--- src/rtl/mux4_rr_arbiter.sv ---
// mux4_rr_arbiter: round-robin owner of a shared 4:1 single-bit mux path.
// Grants one requester per bounded tenure and steers its data bit to out_o.
`default_nettype none

module mux4_rr_arbiter #(
  parameter int MAX_HOLD = 4,
  parameter int CNT_W    = 8
) (
  input  logic       clk,
  input  logic       rst,
  input  logic       en_i,
  input  logic [3:0] req_i,
  input  logic [3:0] d_i,
  output logic [3:0] grant_o,
  output logic [1:0] sel_o,
  output logic       out_o,
  output logic       busy_o
);

  typedef enum logic [0:0] {
    ST_IDLE  = 1'b0,
    ST_GRANT = 1'b1
  } state_t;

  localparam logic [CNT_W-1:0] C_LAST_CNT = CNT_W'(MAX_HOLD - 1);

  state_t           state_q, state_d;
  logic [3:0]       grant_q, grant_d;
  logic [1:0]       sel_q, sel_d;
  logic             busy_q, busy_d;
  logic [CNT_W-1:0] cnt_q, cnt_d;
  logic [1:0]       ptr_q, ptr_d;

  logic [1:0]       w_base;
  logic [1:0]       w_winner;
  logic             w_release;

  // Offsets are scanned from farthest to nearest so the nearest set bit
  // after ptr wins; offset 4 (== ptr itself) gives the owner lowest priority.
  function automatic logic [1:0] rr_pick(input logic [3:0] req, input logic [1:0] ptr);
    logic [1:0] idx;
    rr_pick = ptr;
    for (int k = 4; k >= 1; k--) begin
      idx = ptr + 2'(k);
      if (req[idx]) rr_pick = idx;
    end
  endfunction

  assign w_base    = (state_q == ST_GRANT) ? sel_q : ptr_q;
  assign w_winner  = rr_pick(req_i, w_base);
  assign w_release = !req_i[sel_q] || (cnt_q == C_LAST_CNT);

  always_comb begin
    state_d = state_q;
    grant_d = grant_q;
    sel_d   = sel_q;
    busy_d  = busy_q;
    cnt_d   = cnt_q;
    ptr_d   = ptr_q;
    case (state_q)
      ST_IDLE: begin
        if (en_i && (|req_i)) begin
          state_d = ST_GRANT;
          grant_d = 4'b0001 << w_winner;
          sel_d   = w_winner;
          busy_d  = 1'b1;
          cnt_d   = '0;
          ptr_d   = w_winner;
        end
      end
      ST_GRANT: begin
        if (!w_release) begin
          cnt_d = cnt_q + 1'b1;
        end else if (en_i && (|req_i)) begin
          grant_d = 4'b0001 << w_winner;
          sel_d   = w_winner;
          cnt_d   = '0;
          ptr_d   = w_winner;
        end else begin
          state_d = ST_IDLE;
          grant_d = 4'b0000;
          busy_d  = 1'b0;
          cnt_d   = '0;
        end
      end
      default: state_d = ST_IDLE;
    endcase
  end

  always_ff @(posedge clk or posedge rst) begin
    if (rst) begin
      state_q <= ST_IDLE;
      grant_q <= 4'b0000;
      sel_q   <= 2'b00;
      busy_q  <= 1'b0;
      cnt_q   <= '0;
      ptr_q   <= 2'd3;
    end else begin
      state_q <= state_d;
      grant_q <= grant_d;
      sel_q   <= sel_d;
      busy_q  <= busy_d;
      cnt_q   <= cnt_d;
      ptr_q   <= ptr_d;
    end
  end

  assign grant_o = grant_q;
  assign sel_o   = sel_q;
  assign busy_o  = busy_q;
  assign out_o   = (|grant_q) ? d_i[sel_q] : 1'b0;

endmodule

`default_nettype wire

--- config.mk ---
export PLATFORM = sky130hd
export DESIGN_NAME = mux4_rr_arbiter
export DESIGN_NICKNAME = d
export VERILOG_FILES = /design/src/rtl/mux4_rr_arbiter.sv
export SDC_FILE = /design/constraint.sdc
export NUM_CORES = 1
export LEC_CHECK = 0
export CAP_MARGIN = 20
export CORE_ASPECT_RATIO = 0.75
export CORE_UTILIZATION = 46
export DETAILED_ROUTE_END_ITERATION = 12
export PLACE_DENSITY = 0.78
export SYNTH_ARGS = -nofsm -noshare
export SYNTH_HDL_FRONTEND = slang
export SYNTH_SLANG_ARGS = --single-unit
--- constraint.sdc ---
create_clock -name clk -period 2.3 [get_ports clk]
set_input_delay 0.46 -clock clk [delete_from_list [all_inputs] [get_ports clk]]
set_output_delay 0.46 -clock clk [all_outputs]
set_load 0.005 [all_outputs]
=== Word level (Yosys, flattened, before mapping) ===
Cells that the tools add are included.

* Register bits: 18
* Input port bits: 11
* Logic and storage cells: 62

* Add/subtract/negate cells: 4
* Order comparisons: 4
* Equal/unequal tests: 4
* Shift operators: 1
* Multiplexer cells: 35
* Bitwise gates (word level): 1
* Reductions and logical operators: 7

{| class="wikitable"
|+ Operators by type and width
! operator !! count
|-
| two-way mux 2 bit || 8
|-
| two-way mux 8 bit || 2
|-
| one-hot mux 8 bit (2 select lines) || 1
|-
| < comparator 2 x 3 -> 1 bit (second input constant) || 4
|-
| two-way mux 4 bit || 3
|-
| two-way mux 1 bit || 11
|-
| binary-select mux 1 bit (select 2 bit) || 5
|-
| adder 8 x 1 -> 8 bit (second input constant) || 1
|-
| equality test 8 x 2 -> 1 bit (second input constant) || 1
|-
| one-hot mux 2 bit (2 select lines) || 2
|-
| one-hot mux 4 bit (2 select lines) || 1
|-
| OR reduction 4 bit || 2
|-
| adder 2 bit (second input constant) || 2
|-
| != test 2 bit (second input constant) || 2
|-
| one-hot mux 1 bit (2 select lines) || 2
|-
| left shift 1 x 2 -> 4 bit (first input constant) || 1
|-
| AND reduction 3 bit || 1
|-
| adder 2 x 1 -> 2 bit (second input constant) || 1
|-
| != test 2 x 1 -> 1 bit (second input constant) || 1
|-
| AND reduction 2 bit || 1
|-
| logical AND 1 bit || 1
|-
| zero test 1 bit || 1
|-
| logical OR 1 bit || 1
|-
| inverter 1 bit || 1
|}

=== Longest topological paths before layout ===
* Depth in word-level cells: 11
* Gate-level depth with buffers: 7
* Mapped depth without buffers: 7

=== Least setup slack after synthesis ===
OpenSTA, ideal clock, no wires.

* Kind: register to register
* Start: register state_q
* End: register sel_q[0], in the netlist sel_o[0]
* Library setup time: 128 ps
* Data arrival time: 1,696 ps
* Data required time: 2,172 ps
* Path slack: 477 ps
* Cell stages (with the launch flop): 6
* Cells stage by stage: dfrtp_1 > mux2i_1 > mux2_1 > a22oi_1 > o21ai_2 > mux2_1

* Word-level cells in the longest chain between the ends: 10
* Elaborated cells on any way between the ends: 18

{| class="wikitable"
|+ RTL lines
! item !! line !! text
|-
| start: declaration || 27 || <nowiki>state_t state_q, state_d;</nowiki>
|-
| start signal: assignment || 99 || <nowiki>state_q <= state_d;</nowiki>
|-
| two-way mux 2 bit || 49 || <nowiki>assign w_base = (state_q == ST_GRANT) ? sel_q : ptr_q;</nowiki>
|-
| adder 2 bit || 44 || <nowiki>idx = ptr + 2'(k);</nowiki>
|-
| binary-select mux 1 bit (select 2 bit) || 45 || <nowiki>if (req[idx]) rr_pick = idx;</nowiki>
|-
| two-way mux 1 bit (implied by the code) || 45 ||
|-
| two-way mux 2 bit (3 in series) || 45 ||
|-
| two-way mux 2 bit || 62, 74 ||
|-
| two-way mux 2 bit || 72 || <nowiki>if (!w_release) begin</nowiki>
|-
| one-hot mux 2 bit (2 select lines) || 60 || <nowiki>case (state_q)</nowiki>
|-
| end signal: assignment || 101 || <nowiki>sel_q <= sel_d;</nowiki>
|-
| end: declaration || 29 || <nowiki>logic [1:0] sel_q, sel_d;</nowiki>
|}

Several ways; a longest one is shown, not always the timed one. The select of a mux whose other input is x is not followed.
A chain may end at the register's enable or synchronous reset.

=== Worst setup path after layout ===
* Start: input port d_i[3]
* End: output port out_o

* Word-level cells in the longest chain between the ends: 3

{| class="wikitable"
|+ RTL lines
! item !! line !! text
|-
| start: declaration || 13 || <nowiki>input logic [3:0] d_i,</nowiki>
|-
| binary-select mux 1 bit (select 2 bit) || 111 || <nowiki>assign out_o = (|grant_q) ? d_i[sel_q] : 1'b0;</nowiki>
|-
| two-way mux 1 bit (implied by the code) || 111 ||
|-
| two-way mux 1 bit || 111 ||
|-
| end: declaration || 16 || <nowiki>output logic out_o,</nowiki>
|}

Every way passes these cells. The select of a mux whose other input is x is not followed.

==> results.py <==
metrics = {
    "run_status": {
        "status": "finished clean",
    },
    "clocking": {
        "clk_path_buf_depth": 2,
        "clkTransAtPathRegs_ns": 0.10,
        "numClockSinks": 18,
        "clock_latency_ns": 0.30,
        "post_cts_buffers": 0,
        "numCtsBuffers": 3,
        "cts_tree": "yes",
        "ctsHoldBuffers": 0,
        "root_buffer": "clkbuf_4",
        "cts_resized": 1,
        "htreeDepth": 1,
    },
    "cells_and_area": {
        "drive_above_1_share_pct": 20.6,
        "utilization_pct": 64.2,
        "final_common_cell": "clkdlybuf4s50_1",
        "syn2layout_area_growth_pct": 30.6,
        "antenna_cells": 0,
        "nets": 140,
        "regArea_um2": 453,
        "final_cell_mix": "17 x clkdlybuf4s50_1, 16 x dfrtp_1, 11 x nand2_1",
        "multi_input_area_um2": 512,
        "n_fill_cell": 170,
    },
    "route": {
        "drt-initial-drc-count": 13,
        "drc": 0,
        "vias": 803,
        "drtAntennaViolNets": 0,
        "post_drt_wl_per_cell_um": 13.6,
        "vias_per_cell": 5.35,
        "routed_wl_um": 2040,
        "dr.pass1.iters": 4,
    },
    "pwr": {
        "power.share.clock_pct": 14.2,
        "p_per_area_nw_per_um2": 1060,
        "p_switching_mw": 0.493,
        "power_frac_seq_pct": 36.5,
        "p_int_mw": 0.888,
        "ir_worst_vdd_mv": 0.690,
        "p_comb_share_pct": 49.3,
        "sw_frac_of_total_pct": 35.7,
        "fin_total_pwr_mw": 1.38,
        "p_leak_nw": 0.592,
    },
    "critical_path": {
        "worstPathArrival_ns": 1.70,
        "setup.worst_path.end_class": "output pin",
        "worstPathMaxFanout": 1,
        "start_kind": "primary input",
        "required_ns": 1.84,
        "setup.worst_path.class": "in -> out",
    },
    "global_route": {
        "grt_start_max_net_pins": 19,
        "antenna_found_initial": 0,
        "grt_pass1_vias": 787,
        "grtUsageTotal_pct": 19.6,
        "grt_overflow": 0,
        "grt_pass1_wl_um": 3510,
    },
    "placement": {
        "place.gp.congestion": 0.731,
        "detailedPlace.worstSlack_ns": -0.0423,
        "hpwl_um": 1650,
        "port_buffers": 18,
    },
    "sta": {
        "hold_violations": 0,
        "fmax_mhz": 464,
        "tns_ns": 0,
        "fin_crit_sh_pct": 93.7,
        "worst_clock_skew_ns": 0.00621,
        "timing.slew.headroom_pct": 55.6,
        "drv_slew": 0,
        "rsz0062_at_grt": "no",
        "setup_slack_ns": 0.144,
        "worst_pin_slew_ns": 0.665,
        "min_period_ns": 2.16,
        "setup_viol": 0,
    },
    "synth": {
        "synthFlopType": "dfrtp_1",
        "synth_top_area_share_pct": 40.1,
        "ys_types": 35,
        "synth_top_cell_by_area": "dfrtp_1",
        "syn_inst": 96,
        "yosys_register_bits": 18,
        "syn_area_um2": 998,
        "synth-seq-area-share_pct": 45.4,
        "ys_async_sr_fraction_pct": 100,
        "synth_edf_count": 0,
        "synth_area_leaders": "dfrtp_1 40%, dfstp_2 5.3%, mux4_2 4.5%",
        "synth_nets": 109,
        "synth_warnings": 0,
        "avgSynthCellArea_um2": 10.4,
    },
    "die": {
        "ios": 19,
        "die_y_um": 42.3,
        "initial_core_util_pct": 49.1,
        "core_um2": 2030,
        "row_count": 14,
        "die_w_um": 55.8,
        "die_area_um2": 2360,
    },
    "run": {
        "cap_violations": 0,
    },
    "hold_path": {
        "hp-class": "reg -> reg",
    },
}
registers in the layout, indices dropped and copies added (netlist names):
signal,count
grant_o,4
state_q,1
cnt_q,8
busy_o,1
ptr_q,2
sel_o,2
final timing paths:
| path | start | end | slack [ns] | cells past startpoint |
|---|---|---|---|---|
| min in group asynchronous | rst | grant_o[0] | 0.54 | 2 |
| setup reg to reg | cnt_q[6] | grant_o[3] | 0.28 | 6 |
| max in group asynchronous | rst | cnt_q[0] | 1.33 | 2 |
| setup / recovery | d_i[3] | out_o | 0.14 | 4 |
| hold / removal | ptr_q[1] | ptr_q[1] | 0.47 | 2 |
| hold reg to reg | ptr_q[1] | ptr_q[1] | 0.47 | 2 |
area by class of cell:
class	count	area share (%)
tap	24	2.30
timing repair buffer	28	19.5
inverter	5	1.44
multi-input combinational	71	39.3
clock buffer	4	2.78
sequential	18	34.7
synthesized netlist by cell type (2+ instances only):
library cell / n
a22o_1: 3
dfrtp_1: 16
dfstp_2: 2
ha_1: 2
inv_1: 5
mux2_1: 3
mux2i_1: 2
mux4_2: 2
nand2_1: 11
nand3_1: 4
nor2_1: 7
nor2b_1: 4
nor3_1: 2
o21ai_0: 6
o21ai_1: 3
o21ai_2: 2
o31ai_1: 3
o41a_1: 2
layer usage:
| metal | global-route usage (%) | vias to the layer above | wire, um |
|---|---|---|---|
| met2 | 30.1 | 17 | 906 |
| met4 | 4.50 | 0 | 6 |
| met3 | 6.79 | 2 | 97 |
| li1 | - | 403 | - |
| met1 | 26.8 | 381 | 1030 |
| met5 | 0 | - | 0 |
power by group through the flow:
stage / registers (mW) / clock network, mW / logic (mW)
2_1_floorplan: 0.506 / 0 / 0.424
5_1_grt: 0.519 / 0.218 / 0.738
4_1_cts: 0.505 / 0.202 / 0.684
6_report: 0.504 / 0.196 / 0.680
3_5_place_dp: 0.511 / 0 / 0.691
3_3_place_gp: 0.505 / 0 / 0.667
worst max-delay path, stage by stage:
cell             delay, ns
clkdlybuf4s50_1       0.40
mux4_2                0.46
o41a_1                0.12
dlygate4sd2_1         0.26
stage by stage:
stage               hold slack (ns)  instance area (um^2)  cells
floorplan                     0.397                   998     96
global placement              0.451                  1270    146
detailed placement            0.454                  1270    146
CTS                           0.471                  1300    150
global route                  0.498                  1300    150
finish                        0.467                  1300    150
logic make-up after synthesis:
family,share of synthesized area (%)
AOI/OAI and AO/OA,19.7
buffers and inverters,3.38
muxes,9.90
DFF,45.4
and+or+nand+nor,17.4
xor gates and xnor gates,1.75
adders and majority gates,2.51
Note: power is estimated with default switching activity, not from simulation.
